## config.mk

```make
export PLATFORM = sky130hd
export DESIGN_NAME = apb_transfer_sequencer
export DESIGN_NICKNAME = d
export VERILOG_FILES = /design/src/rtl/apb_seq_pkg.sv /design/src/rtl/apb_addr_decoder.sv /design/src/rtl/apb_transfer_sequencer.sv
export SDC_FILE = /design/constraint.sdc
export NUM_CORES = 1
export LEC_CHECK = 0
export BUFFER_PORTS_ARGS = -buffer_cell sky130_fd_sc_hd__buf_2
export CELL_PAD_IN_SITES_DETAIL_PLACEMENT = 1
export CELL_PAD_IN_SITES_GLOBAL_PLACEMENT = 1
export CORE_ASPECT_RATIO = 1.2
export CORE_MARGIN = 2
export CORE_UTILIZATION = 33
export CTS_BUF_LIST = sky130_fd_sc_hd__clkbuf_4 sky130_fd_sc_hd__clkbuf_8
export CTS_CLUSTER_SIZE = 28
export DETAILED_ROUTE_END_ITERATION = 16
export GPL_ROUTABILITY_DRIVEN = 1
export HOLD_SLACK_MARGIN = 0.05
export PLACE_DENSITY_LB_ADDON = 0.1
export SYNTH_ARGS = -nofsm -noshare
export SYNTH_HDL_FRONTEND = slang
export SYNTH_SLANG_ARGS = --single-unit
```

## constraint.sdc

```tcl
create_clock -name Hclk -period 1.9 [get_ports Hclk]
set_input_delay 0.095 -clock Hclk [delete_from_list [all_inputs] [get_ports Hclk]]
set_output_delay 0.095 -clock Hclk [all_outputs]
set_load 0.02 [all_outputs]
```

## src/rtl/apb_seq_pkg.sv

```systemverilog
// Shared types and constants for the APB transfer sequencer and its helpers.
package apb_seq_pkg;

    typedef enum logic [1:0] {
        ST_IDLE   = 2'd0,
        ST_SETUP  = 2'd1,
        ST_ACCESS = 2'd2
    } seq_state_t;

    localparam int         NUM_SLAVES         = 3;
    localparam logic [1:0] UNMAPPED_REGION    = 2'd3;
    localparam int         DEF_SEL_LSB        = 8;
    localparam int         DEF_TIMEOUT_CYCLES = 16;
    localparam int         DEF_CNT_W          = 5;

endpackage

```

## src/rtl/apb_addr_decoder.sv

```systemverilog
// Maps the 2-bit address region field to a one-hot APB select.
// Region 3 has no slave behind it and is flagged as unmapped.
module apb_addr_decoder
    import apb_seq_pkg::*;
(
    input  logic [1:0]            i_region,
    output logic [NUM_SLAVES-1:0] o_sel,
    output logic                  o_unmapped
);

    // One-hot select per region; the unmapped region selects nothing.
    always_comb begin
        o_sel      = '0;
        o_unmapped = 1'b0;
        case (i_region)
            2'd0:    o_sel = 3'b001;
            2'd1:    o_sel = 3'b010;
            2'd2:    o_sel = 3'b100;
            default: o_unmapped = (i_region == UNMAPPED_REGION);
        endcase
    end

endmodule

```

## src/rtl/apb_transfer_sequencer.sv

```systemverilog
// APB master-side sequencer: accepts one request at a time, runs the
// SETUP/ACCESS phases and returns a single-cycle response. Unmapped
// regions and slaves that never raise Pready end with an error response.
//
// state     | meaning
// ----------+-----------------------------------------------------------
// ST_IDLE   | ready for a request; Pselx=0, Paddr/Pwrite keep last value
// ST_SETUP  | Pselx asserted, Penable low, one cycle only
// ST_ACCESS | Penable high, waiting on Pready or timeout
module apb_transfer_sequencer
    import apb_seq_pkg::*;
#(
    parameter int SEL_LSB        = DEF_SEL_LSB,
    parameter int TIMEOUT_CYCLES = DEF_TIMEOUT_CYCLES,
    parameter int CNT_W          = DEF_CNT_W
) (
    input  logic        Hclk,
    input  logic        Hresetn,
    input  logic        req_valid,
    output logic        req_ready,
    input  logic        req_write,
    input  logic [31:0] req_addr,
    input  logic [31:0] req_wdata,
    output logic        rsp_valid,
    output logic        rsp_err,
    output logic [31:0] rsp_rdata,
    output logic        Pwrite,
    output logic        Penable,
    output logic [2:0]  Pselx,
    output logic [31:0] Paddr,
    output logic [31:0] Pwdata,
    input  logic        Pready,
    input  logic [31:0] Prdata,
    input  logic        Pslverr
);

    // The counter starts at 0 in the first ACCESS cycle, so the abort fires
    // on the edge that closes ACCESS cycle number TIMEOUT_CYCLES.
    localparam int               TO_LAST  = (TIMEOUT_CYCLES == 0) ? 0 : TIMEOUT_CYCLES - 1;
    localparam logic [CNT_W-1:0] CNT_LAST = CNT_W'(TO_LAST);
    localparam logic             TO_EN    = (TIMEOUT_CYCLES != 0);

    seq_state_t  r_state;
    logic [CNT_W-1:0] r_cnt;
    logic        r_pwrite;
    logic        r_penable;
    logic [2:0]  r_pselx;
    logic [31:0] r_paddr;
    logic [31:0] r_pwdata;
    logic        r_rsp_valid;
    logic        r_rsp_err;
    logic [31:0] r_rsp_rdata;

    logic [2:0]  w_sel;
    logic        w_unmapped;
    logic        w_timeout;

    apb_addr_decoder u_addr_decoder (
        .i_region   (req_addr[SEL_LSB+1:SEL_LSB]),
        .o_sel      (w_sel),
        .o_unmapped (w_unmapped)
    );

    assign req_ready = (r_state == ST_IDLE);
    assign w_timeout = TO_EN && (r_cnt == CNT_LAST);

    assign Pwrite    = r_pwrite;
    assign Penable   = r_penable;
    assign Pselx     = r_pselx;
    assign Paddr     = r_paddr;
    assign Pwdata    = r_pwdata;
    assign rsp_valid = r_rsp_valid;
    assign rsp_err   = r_rsp_err;
    assign rsp_rdata = r_rsp_rdata;

    // Phase sequencing, APB drive and response generation.
    always_ff @(posedge Hclk or negedge Hresetn) begin
        if (!Hresetn) begin
            r_state     <= ST_IDLE;
            r_cnt       <= '0;
            r_pwrite    <= 1'b0;
            r_penable   <= 1'b0;
            r_pselx     <= '0;
            r_paddr     <= '0;
            r_pwdata    <= '0;
            r_rsp_valid <= 1'b0;
            r_rsp_err   <= 1'b0;
            r_rsp_rdata <= '0;
        end else begin
            r_rsp_valid <= 1'b0;
            r_rsp_err   <= 1'b0;
            r_rsp_rdata <= '0;
            case (r_state)
                ST_IDLE: begin
                    if (req_valid) begin
                        r_pwrite <= req_write;
                        r_paddr  <= req_addr;
                        r_pwdata <= req_write ? req_wdata : 32'h0;
                        if (w_unmapped) begin
                            r_rsp_valid <= 1'b1;
                            r_rsp_err   <= 1'b1;
                        end else begin
                            r_pselx <= w_sel;
                            r_state <= ST_SETUP;
                        end
                    end
                end
                ST_SETUP: begin
                    r_penable <= 1'b1;
                    r_cnt     <= '0;
                    r_state   <= ST_ACCESS;
                end
                ST_ACCESS: begin
                    if (Pready) begin
                        r_pselx     <= '0;
                        r_penable   <= 1'b0;
                        r_state     <= ST_IDLE;
                        r_rsp_valid <= 1'b1;
                        r_rsp_err   <= Pslverr;
                        r_rsp_rdata <= (!r_pwrite && !Pslverr) ? Prdata : 32'h0;
                    end else if (w_timeout) begin
                        r_pselx     <= '0;
                        r_penable   <= 1'b0;
                        r_state     <= ST_IDLE;
                        r_rsp_valid <= 1'b1;
                        r_rsp_err   <= 1'b1;
                    end else begin
                        r_cnt <= r_cnt + 1'b1;
                    end
                end
                default: begin
                    r_pselx   <= '0;
                    r_penable <= 1'b0;
                    r_state   <= ST_IDLE;
                end
            endcase
        end
    end

endmodule

```

==> metrics, run 1 <==
Die Span X=108.7 um; crit end category=register; Initial Util=0.3411; Total GRT Usage=0.1903; Fillers=between 1000 and 1500; layout cells sized above 1=0.4195; footprint of the multi-input gates=0.001459 mm2; Final period util=0.9676; max_slew headroom=0.5866; fmax=between 500 and 600 MHz; maximum VDD drop=around 0.56 mV; clk root buf=clkbuf_8; yosys warns=0; Crit path required time=approximately 2.2 ns; pre-CTS setup slack=-0.04024 ns; first-pass GRT wire length=20810 um; worst slew pin tran=between 0.6 and 0.7 ns; TritonCTS clock tree=built; core region area=0.01272 mm2; Reg clk slew, reported paths=0.10 ns; Synth cell types=35; crit path max fanout=25; max cap viols=0; clk buf depth=2; status=finished clean; worst setup margin=slightly above 0.06 ns; cell count after synthesis=~350; initial antenna violation count=0; level count of the clock H-tree=3; commonest non-fill, non-tap cell in the layout=buf_2; Mapped Area=between 0.004 and 0.005 mm2; register area share after synthesis=0.6342; Die ar.=about 0.014 mm2; Final Critical Period=approximately 1.8 ns; Worst setup SP type=register; Reg area=~0.0028 mm2; clock sinks=110; Final Max Slew Viols=0; Rows=45; syn_nets=around 450; dpl hpwl=approximately 8200 um; I/O Buffers=between 200 and 250; Post-layout nets=around 760; Total Wirelength=~13000 um; CTS Buf Count=9; Yosys reg bits=110; RSZ-0062 raised after global routing=true; Via Count=about 3700; drt pass-1 iters=4; area delta synth->final=57.13%; worst skew pair latency=0.37 ns; Hold WC Path Type=input port to register; Top Ports=between 200 and 250; die height=between 100 and 150 um; Via density=~4.5; Final Hold Viols=0; remaining routing DRC violations=0; detailed router's first-iteration violation count=approximately 100; DP Area=between 0.005 and 0.006 mm2; final setup violation count=0; GP Congestion=approximately 0.76; Worst Skew=0.01507 ns; Worst EP arrival=2.14 ns; worst setup path category=register to register; ANT cells=0; most frequent cells in the layout=buf_2, dfrtp_1, dlygate4sd3_1, nand2_1, mux2_4; vias in the first global route=between 4000 and 5000; antenna-violating nets left=0; GR Overflow Total=0; syn_area_per_cell=around 13 um2; leakage power total=0.003621 uW; pwr/cell area=approximately 1200 mW/mm2; largest net degree at the start of global routing=a little under 100; Routed WL per cell=around 16 um; cell area after layout=0.006820 mm2
[critical path, cell delays in order (launching register included)]
cell and delay [ns]:
dfrtp_1 0.40, or3b_4 0.48, buf_16 0.22, a21oi_1 0.13, dlygate4sd3_1 0.55
[worst paths after layout]
path                            start           end  slack, ns  cells past startpoint
setup / recovery           r_state[0]    r_state[0]       0.06                      4
hold / removal              req_valid       rsp_err       0.09                      3
setup reg to reg           r_state[0]    r_state[0]       0.06                      4
hold reg to reg            Pwdata[20]    Pwdata[20]       0.49                      2
max in group asynchronous     Hresetn  rsp_rdata[4]       1.10                      3
min in group asynchronous     Hresetn     Paddr[11]       0.19                      2
[stage by stage]
step                      total power, uW  hold WS (ns)  TNS [ns]  cells    util
after global placement               6124       0.05210  -0.01827    705  0.4365
after global routing                 8407       0.08306  -0.04825    822  0.5360
after CTS                            7915       0.07877         0    819  0.5309
final                                7926       0.08924         0    822  0.5360
after detailed placement             6205       0.05819   -0.1315    705  0.4365
after floorplan                      5153       -0.2006         0    347       -
[state kept, by name, summed over array words and instances (netlist names)]
signal / cells
rsp_valid: 1
Pwrite: 1
Pwdata: 32
rsp_rdata: 32
Pselx: 3
Penable: 1
r_cnt: 5
Paddr: 32
r_state: 2
rsp_err: 1
[where the power goes]
group,total [uW],switching (uW),internal (uW)
clock network,1510,811,704
registers,3300,344,2950
logic,3120,1720,1400
total,7930,2870,5050
[cell type report]
type | instances | share of cell area
multi-input combinational | 213 | 0.2139
inverter | 2 | 0.001101
clock inverter | 4 | 0.008072
clock buffer | 12 | 0.02330
tap | 164 | 0.03009
sequential | 110 | 0.4036
timing repair buffer | 317 | 0.3199
[repair_timing]
action,4_1_cts,5_1_grt
hold endpoints to repair,123,0
endpoints found under the setup margin,4,3
resized for setup,2,3
buffers inserted,0,1
cloned,0,2
hold buffers,98,0
[cells by family (layout without fill, tap and decap cells)]
kind of cell	count (synthesis)	count (layout)	synth area share
flip-flops	110	110	0.6342
adder cells (fa/ha/maj)	2	2	0.005764
multiplexers	36	36	0.1216
AND/OR/NAND/NOR	127	127	0.1418
buffers and inverters	24	335	0.03286
AO/OA/AOI/OAI	48	48	0.06371
[synth_stat cells (all sizes together)]
cell	number	area share
o21ai	35	0.040
nor3b	1	0.0017
a211o	1	0.0020
mux2i	1	0.0023
nor3	1	0.0012
dfrtp	110	0.63
nand2b	5	0.0072
nand3	1	0.0012
o22a	1	0.0020
a2111oi	1	0.0020
o311ai	1	0.0020
a311o	1	0.0023
and3	2	0.0029
and4b	1	0.0023
buf	7	0.018
a31oi	2	0.0029
and2	32	0.046
a21oi	3	0.0035
inv	2	0.0017
nor2b	1	0.0014
nor4bb	1	0.0023
o31a	1	0.0020
nand4b	1	0.0020
mux2	35	0.12
clkbuf	15	0.013
nand2	72	0.062
nand4	1	0.0014
a32o	2	0.0046
or2	1	0.0014
ha	2	0.0058
or3b	2	0.0040
nor2	5	0.0043
[metal layers]
| layer | up-vias | global-route usage | wire (um) |
|---|---|---|---|
| met5 | - | 0 | 0 |
| met4 | 0 | 0.06561 | 286 |
| met3 | 19 | 0.04477 | 670 |
| met2 | 113 | 0.3478 | 7361 |
| met1 | 1846 | 0.2160 | 5177 |
| li1 | 1754 | - | - |
Power figures use the tool's default switching activity.
==> run 2, diff against run 1 <==
Settings changed: CELL_PAD_IN_SITES_DETAIL_PLACEMENT 1 to 2, CELL_PAD_IN_SITES_GLOBAL_PLACEMENT 1 to 2, CORE_UTILIZATION 33 to 26.
==> metrics, run 2 (synthesis results as in run 1) <==
initial antenna violation count=0 (unchanged); FF-to-FF path depth=7 (+3); TritonCTS clock tree=built; final setup violation count=0 (unchanged); post-route core utilization=0.4218 (-0.1142); Reg2Reg Setup Slack=0.03 ns (-0.03 ns); GR Overflow Total=0 (unchanged); max cap viols=0 (unchanged); Total GRT Usage=0.1718 (-0.01855); commonest non-fill, non-tap cell in the layout=buf_2; detailed router's first-iteration violation count=104 (+2.0%); Worst Skew=0.01259 ns (-0.002487 ns); die height=145.5 um (+12%); worst setup margin=0.03163 ns (-0.02987 ns); drt pass-1 iters=4 (unchanged); I/O Buffers=205 (unchanged); Die ar.=0.01775 mm2 (+26%); Final period util=0.9834 (+0.01572); Hold Path Cell Cnt=3 (unchanged); clk buf depth=2 (unchanged); crit end category=register; RSZ-0062 raised after global routing=true; Routed WL per cell=16.97 um (+3.3%); hold_sp=req_valid; Reg clk slew, reported paths=0.11 ns (about the same); worst skew pair latency=0.39 ns (+0.02 ns); leakage power total=0.003611 uW (-0.29%); Final Hold Viols=0 (unchanged); CTS Buf Count=9 (unchanged); clock sinks=110 (unchanged); Initial Util=0.2667 (-0.07436); crit path max fanout=4 (-84%); Crit path required time=2.22 ns (+0.02 ns); pre-CTS setup slack=-0.07633 ns (-0.03608 ns); Hold WC Path Type=input port to register; largest net degree at the start of global routing=59 (-40%); Rows=51 (+13%); fmax=535.2 MHz (-1.6%); remaining routing DRC violations=0 (unchanged); Worst EP arrival=2.19 ns (+0.05 ns); first-pass GRT wire length=23400 um (+12%); Reg area=0.002753 mm2 (unchanged); Via Count=3776 (+1.2%); core region area=0.01627 mm2 (+28%); clk root buf=clkbuf_8; max_slew headroom=0.5807 (-0.005853); area delta synth->final=58.11%; layout cells sized above 1=0.4195 (unchanged); Post-layout nets=758 (+0.13%); Setup TNS=0 ns (unchanged); vias in the first global route=4238 (+4.2%); most frequent cells in the layout=buf_2, dfrtp_1, dlygate4sd3_1, nand2_1, mux2_4; Min-Delay Endpoint=rsp_err; Total Wirelength=14760 um (+9.4%); Final Critical Period=1.868 ns (+0.02987 ns); maximum VDD drop=0.3731 mV (-34%); footprint of the multi-input gates=0.001470 mm2 (+0.77%); Worst R2R End=Pselx[2]; ANT cells=0 (unchanged); Die Span X=121.9 um (+12%); level count of the clock H-tree=3 (unchanged); Worst setup SP type=register; status=finished clean; GP Congestion=0.7200 (-5.2%); worst slew pin tran=0.6289 ns (+0.008780 ns); worst r2r src=r_cnt[1]; Fillers=1748 (+22%); worst setup path category=register to register; Via density=4.340 (-4.4%); dpl hpwl=9417 um (+15%); antenna-violating nets left=0 (unchanged); Final Max Slew Viols=0 (unchanged); Top Ports=206 (unchanged); pwr/cell area=1153 mW/mm2 (-0.76%)
[run 2: power by group]
group          switching (uW)  internal [uW]  leakage [uW]  total, uW
Sequential                350           2950       0.00142       3300
Clock                     846            643      0.000103       1490
Combinational            1740           1380       0.00209       3120
[run 2: worst max path at each step]
stage	startpoint	end	slack, ns	cells after the start
floorplan	r_cnt[0]	r_cnt[0]	0.02	6
global placement	r_cnt[0]	r_cnt[0]	-0.01	6
detailed placement	r_cnt[0]	Pselx[2]	-0.08	7
CTS	r_cnt[1]	Pselx[2]	0.02	7
global route	r_cnt[0]	Pselx[2]	-0.03	7
finish	r_cnt[1]	Pselx[2]	0.03	7
[run 2: per-stage QoR]
stage / total power, uW / area (um2) / instances / hold slack [ns]
2_1_floorplan: 5153 / 4345 / 347 / -0.2006
3_3_place_gp: 6195 / 5647 / 754 / 0.1094
3_5_place_dp: 6285 / 5647 / 754 / 0.1194
4_1_cts: 7986 / 6838 / 868 / 0.06606
5_1_grt: 8418 / 6863 / 870 / 0.08402
6_report: 7915 / 6863 / 870 / 0.07977
[run 2: repair_timing]
item | 4_1_cts | 5_1_grt
buffers inserted | 1 | 2
hold endpoints to repair | 132 | 0
resized for setup | 2 | 3
hold buffers | 98 | 0
pin swaps | 4 | 4
setup endpoints to repair | 4 | 6
[run 2: worst max-delay path: stages (launching register included)]
cell and delay (ns):
dfrtp_1 0.41, ha_2 0.18, and3_4 0.18, ha_4 0.15, or3b_4 0.40, mux2i_1 0.18
buf_4 0.16, a32o_1 0.12
[run 2: layout make-up]
class	instances	share of cell area
clock buffer	10	0.02005
sequential	110	0.4011
multi-input combinational	213	0.2142
clock inverter	5	0.008387
tap	212	0.03865
timing repair buffer	318	0.3165
inverter	2	0.001094
[run 2: routing by layer]
metal	GRT usage	vias up	wire (um)
met3	0.03409	23	655
met2	0.3095	101	8041
li1	-	1755	-
met4	0.07989	0	436
met1	0.1913	1897	5626
met5	0	-	0
